[src/rtl/lamp_pkg.sv]
// Shared helpers for the lamp driver: width calculation and saturating
// level arithmetic done at full integer width so no intermediate wrap occurs.
package lamp_pkg;

  function automatic int unsigned clog2(input int unsigned n);
    int unsigned r;
    r = 0;
    for (int i = 0; i < 32; i++) begin
      if ((64'(1) << i) < 64'(n)) r = i + 1;
    end
    return r;
  endfunction

  function automatic int unsigned sat_add(input int unsigned a, input int unsigned b,
                                          input int unsigned max_v);
    return ((a + b) > max_v) ? max_v : (a + b);
  endfunction

  function automatic int unsigned sat_sub(input int unsigned a, input int unsigned b);
    return (a > b) ? (a - b) : 0;
  endfunction

endpackage

[src/rtl/lamp_channel.sv]
// One lamp: saturating brightness integrator plus PWM compare and output flop.
module lamp_channel
  import lamp_pkg::*;
#(
  parameter int unsigned BITS = 8,
  parameter int unsigned RISE = 32,
  parameter int unsigned FALL = 16
) (
  input  logic            clk,
  input  logic            rst,
  input  logic            stb,
  input  logic            enable,
  input  logic            in_i,
  input  logic [BITS-1:0] pwm_cnt,
  output logic [BITS-1:0] level_o,
  output logic            out_o
);

  localparam int unsigned MAX = (2 ** BITS) - 1;

  logic [BITS-1:0] level_q, level_d;
  logic            out_q, out_d;

  always_comb begin
    level_d = level_q;
    if (stb) begin
      if (in_i) level_d = BITS'(sat_add(32'(level_q), RISE, MAX));
      else      level_d = BITS'(sat_sub(32'(level_q), FALL));
    end
    // Compare uses the pre-update level; MAX forces a solid-on output.
    out_d = enable & ((level_q > pwm_cnt) | (level_q == BITS'(MAX)));
  end

  always_ff @(posedge clk) begin
    if (rst) begin
      level_q <= '0;
      out_q   <= 1'b0;
    end else begin
      level_q <= level_d;
      out_q   <= out_d;
    end
  end

  assign level_o = level_q;
  assign out_o   = out_q;

endmodule

[src/rtl/lamp_driver.sv]
// Panel lamp driver: shared prescaler and PWM counter feeding LAMPS
// independent persistence-emulating channels, with a level observation mux.
module lamp_driver
  import lamp_pkg::*;
#(
  parameter int unsigned LAMPS       = 12,
  parameter int unsigned BITS        = 8,
  parameter int unsigned TICK_CYCLES = 50000,
  parameter int unsigned RISE        = 32,
  parameter int unsigned FALL        = 16,
  localparam int unsigned SelW       = (clog2(LAMPS) > 0) ? clog2(LAMPS) : 1
) (
  input  logic            clk,
  input  logic            rst,
  input  logic [LAMPS-1:0] in,
  input  logic            enable,
  input  logic [SelW-1:0] sel,
  output logic [BITS-1:0] level,
  output logic            tick,
  output logic [LAMPS-1:0] out
);

  localparam int unsigned CntW = (clog2(TICK_CYCLES) > 0) ? clog2(TICK_CYCLES) : 1;

  logic [CntW-1:0] tick_cnt_q, tick_cnt_d;
  logic [BITS-1:0] pwm_cnt_q, pwm_cnt_d;
  logic            tick_q, tick_d;
  logic            stb;
  logic [BITS-1:0] levels [LAMPS];

  always_comb begin
    stb        = (tick_cnt_q == CntW'(TICK_CYCLES - 1));
    tick_cnt_d = stb ? '0 : tick_cnt_q + CntW'(1);
    pwm_cnt_d  = pwm_cnt_q + BITS'(1);
    tick_d     = stb;
  end

  always_ff @(posedge clk) begin
    if (rst) begin
      tick_cnt_q <= '0;
      pwm_cnt_q  <= '0;
      tick_q     <= 1'b0;
    end else begin
      tick_cnt_q <= tick_cnt_d;
      pwm_cnt_q  <= pwm_cnt_d;
      tick_q     <= tick_d;
    end
  end

  assign tick = tick_q;

  for (genvar i = 0; i < LAMPS; i++) begin : g_lamp
    lamp_channel #(
      .BITS(BITS),
      .RISE(RISE),
      .FALL(FALL)
    ) u_channel (
      .clk    (clk),
      .rst    (rst),
      .stb    (stb),
      .enable (enable),
      .in_i   (in[i]),
      .pwm_cnt(pwm_cnt_q),
      .level_o(levels[i]),
      .out_o  (out[i])
    );
  end

  // Out-of-range selects read as zero.
  always_comb begin
    level = '0;
    for (int i = 0; i < LAMPS; i++) begin
      if (sel == SelW'(i)) level = levels[i];
    end
  end

endmodule

[config.mk]
export PLATFORM = sky130hd
export DESIGN_NAME = lamp_driver
export DESIGN_NICKNAME = d
export VERILOG_FILES = /design/src/rtl/lamp_pkg.sv /design/src/rtl/lamp_channel.sv /design/src/rtl/lamp_driver.sv
export SDC_FILE = /design/constraint.sdc
export NUM_CORES = 1
export LEC_CHECK = 0
export BUFFER_PORTS_ARGS = -buffer_cell sky130_fd_sc_hd__buf_2
export CAP_MARGIN = 0
export CORE_ASPECT_RATIO = 0.5
export CORE_MARGIN = 3
export CORE_UTILIZATION = 64
export DETAILED_ROUTE_END_ITERATION = 10
export PLACE_DENSITY = 0.82
export RECOVER_POWER = 25
export SYNTH_ARGS = -nofsm -noshare
export SYNTH_HDL_FRONTEND = slang
export SYNTH_SLANG_ARGS = --single-unit
[constraint.sdc]
create_clock -name clk -period 2.8 [get_ports clk]
set_input_delay 0.42 -clock clk [delete_from_list [all_inputs] [get_ports clk]]
set_output_delay 0.42 -clock clk [all_outputs]
set_load 0.005 [all_outputs]
==> metrics.md <==
| Metric | Value |
|---|---|
| Clock Latency Late Sink | `350 ps` |
| Layout area overhead | `5.61%` |
| Fmax | `399 MHz` |
| Final setup TNS | `0 ps` |
| Mean Syn Cell Area | `7.90 um^2` |
| Measured slew at the worst slew-check pin | `1280 ps` |
| Post-synth top area cell | `ha_1` |
| Top FF cell, synth | `dfxtp_1` |
| DRT iter0 DRCs | `823` |
| Post-synth ARST share | `0%` |
| Number of antenna diodes | `0` |
| Outcome | `completed` |
| Die H | `91.6 um` |
| Final Instance Count excl. Fillers | `1386` |
| Antenna violations before repair | `0` |
| CTS tree | `done` |
| First-pass GRT wire length | `between 40000 and 50000 um` |
| Main combinational cell family by area after synthesis | `adder cells` |
| Mux share of post-synthesis cell area | `3.14%` |
| # fillers | `1132` |
| Cells on worst reg2reg path | `5` |
| Post_cts resized | `0` |
| Fin Hold WS | `427 ps` |
| Multi-input gate area | `6860 um^2` |
| Final Hold Violating Endpoints | `0` |
| Vias | `9141` |
| CTS max path bufs | `2` |
| Synthesized netlist cell count | `1188` |
| DRT antenna net count | `0` |
| Die area | `16200 um^2` |
| Synthesized area | `9390 um^2` |
| RSZ-0062 raised after global routing | `false` |
| R2r endpoint | `g_lamp[0].u_channel.level_o[2]` |
| CP Launch Type | `flip-flop` |
| # rows | `30` |
| Wire length per cell | `~18 um` |
| Count of final setup violators | `0` |
| Final period util | `89.5%` |
| VDD IR max | `0.264 mV` |
| Compound-gate portion of the synthesized area | `24.1%` |
| Hold Path Depth | `3` |
| EDFF count, synth | `0` |
| Number of nets in the layout | `around 1.4k` |
| Syn. warnings | `0` |
| Clock Skew | `8.25 ps` |
| Power Density | `304 nW/um^2` |
| Worst-path maximum fanout | `29` |
| FF-to-FF Start | `tick_cnt_q[7]` |
| Hold wc startpoint | `in[3]` |
| Endpoint class of the critical path | `flip-flop` |
| Simple-Gate Fraction of Synth Area | `about a fifth` |
| Drt pass-1 iters | `5` |
| Seq cells post-synth | `97` |
| Hold Path Sink | `g_lamp[3].u_channel.level_o[6]` |
| Dpl hpwl | `18000 um` |
| Top cell type's share of synthesized area | `approximately a quarter` |
| Syn nets | `1389` |
| Vias in the first global route | `around 8.4k` |
| Clock tree sinks | `97` |
| Ports | `40` |
| P_leak | `4.20 nW` |
| Synthesized-area fraction occupied by adder cells | `24.3%` |
| Fin. max-slew vios | `0` |
| Synth Area in XOR/XNOR | `between 2 and 2.5%` |
| Library cells used by synthesis | `67` |
| Initial Util | `67.4%` |
| Proportion of synthesized chip area in sequential cells | `20.7%` |
| Clock Pin Slew Worst Setup and Hold Paths | `roughly 70 ps` |
| Place WS | `312 ps` |
| WP data required | `3030 ps` |
| Final instance area | `9920 um^2` |
| Number of max-cap violations | `0` |
| Final min period | `between 2000 and 3000 ps` |
| Worst hold path class | `in2reg` |
| # H-tree levels | `3` |
| Gr usage total | `between 30% and 40%` |
| Fin worst setup slack | `295 ps` |
| Max-Slew Margin vs Limit | `about 15%` |
| Largest cells by area after synthesis | `ha_1 (24%), dfxtp_1 (21%), a21oi_1 (6.1%), o21ai_0 (5.0%), nand2_1 (3.8%)` |
| Core ar. | `13900 um^2` |
| FF/Latch Area | `1940 um^2` |
| Reg2reg setup slack | `290 ps` |
| Setup bufs post-CTS | `0` |
| I/O Buffers | `39` |
| Power consumption | `3.02 mW` |
| Layout cells sized above 1 | `6.95%` |
| Num CTS Buffers | `9` |
| Number of remaining DRC errors | `0` |
| WS Path Type | `reg2reg` |
| CP arrival | `2730 ps` |
| Vias/cell | `approximately 6.6` |
| Root buf cell | `clkbuf_16` |
| Hold buffer count at CTS | `0` |
| Placed insts | `~1.4k` |
| Grt total ovfl | `0` |
| Placed inst area | `between 9000 and 10000 um^2` |
| Die W | `approximately 180 um` |
| Fin util | `71.2%` |
| GP Congestion | `0.961` |
| Final wirelength | `~25000 um` |
| Pin count of the biggest net entering global routing | `56` |
sequential cells by signal (all words and copies together) (netlist names):
signal and flops:
tick_cnt_q 16, g_lamp.u_channel.level_o 60, tick 1, g_lamp.u_channel.out_o 12, pwm_cnt_q 8
synth_stat cells (16+ instances only):
cell	number
clkbuf_1	39
nand3_1	51
a21oi_1	114
nor2_1	82
nand2b_1	16
a31oi_1	20
inv_1	71
o21ai_0	94
dfxtp_1	97
nand2_1	95
nor3_1	25
nor2b_1	19
ha_1	182
a21o_1	26
placed cells by master, fill, tap and decap left out, types with 6 or more instances in the layout:
master / Yosys / final
o211ai_1: 9 / 9
xor2_1: 10 / 10
o22ai_1: 10 / 10
inv_1: 71 / 71
buf_4: 15 / 15
o32ai_1: 6 / 6
nor4_1: 15 / 15
mux4_2: 8 / 8
nand3_1: 51 / 51
o21ai_0: 94 / 94
ha_1: 182 / 182
and4_1: 8 / 8
buf_2: 6 / 32
nor2_1: 82 / 82
nand2_1: 95 / 95
a211oi_1: 14 / 14
a21o_1: 26 / 26
clkbuf_1: 39 / 7
xnor2_1: 15 / 15
nand3b_1: 6 / 6
nand2b_1: 16 / 16
mux2i_1: 7 / 7
o21bai_1: 11 / 11
nand4_1: 14 / 14
nor2b_1: 19 / 19
a2bb2oi_1: 9 / 9
and3_1: 14 / 14
a2111oi_0: 13 / 13
clkbuf_16: 0 / 9
a31oi_1: 20 / 20
nor3_1: 25 / 25
dfxtp_1: 97 / 97
a21oi_1: 114 / 114
logic make-up (layout without fill, tap and decap cells):
family                   Yosys count  in the layout
AND/OR/NAND/NOR                  363            363
multiplexers                      19             19
AO/OA/AOI/OAI                    364            364
adder cells (fa/ha/maj)          182            182
XOR/XNOR                          25             25
buffers and inverters            138            144
flip-flops                        97             97
per-layer routing:
layer | vias to the layer above | track usage, % | part of all wire [%]
li1 | 4362 | - | -
met1 | 4311 | 42.5 | 44
met2 | 423 | 49.3 | 44
met3 | 45 | 5.29 | 10
met4 | 0 | 7.70 | 1.7
met5 | - | 0 | 0
cell type report:
type                    instances  share of cell area [%]
clock inverters                 6                   0.694
multi-input cells             953                    69.2
flip-flops and latches         97                    19.6
well taps                     192                    2.42
inverters                      73                    2.76
clock buffers                   9                    2.27
repair buffers                 56                    3.10
power by group:
| part | switching [mW] | total [mW] | internal, mW |
|---|---|---|---|
| clock | 0.581 | 1.28 | 0.695 |
| sequential | 0.00911 | 1.40 | 1.40 |
| combinational | 0.203 | 0.335 | 0.132 |
worst max-delay path by stage:
| stage | from | endpoint | slack [ps] | depth (start not counted) |
|---|---|---|---|---|
| 2_1_floorplan | sel[0] | level[1] | 500 | 7 |
| 3_3_place_gp | tick_cnt_q[7] | g_lamp[0].u_channel.level_o[2] | 340 | 5 |
| 3_5_place_dp | tick_cnt_q[7] | g_lamp[0].u_channel.level_o[2] | 310 | 5 |
| 4_1_cts | tick_cnt_q[7] | g_lamp[0].u_channel.level_o[2] | 290 | 5 |
| 5_1_grt | tick_cnt_q[7] | g_lamp[0].u_channel.level_o[2] | 150 | 5 |
| 6_report | tick_cnt_q[7] | g_lamp[0].u_channel.level_o[2] | 290 | 5 |
critical path, stage by stage, from the launching register on:
cell,delay [ps]
dfxtp_1,350
or4_1,670
or4_4,790
nor2_1,160
nor2_1,60
a2111oi_2,340
(Power assumes the default switching activity.)
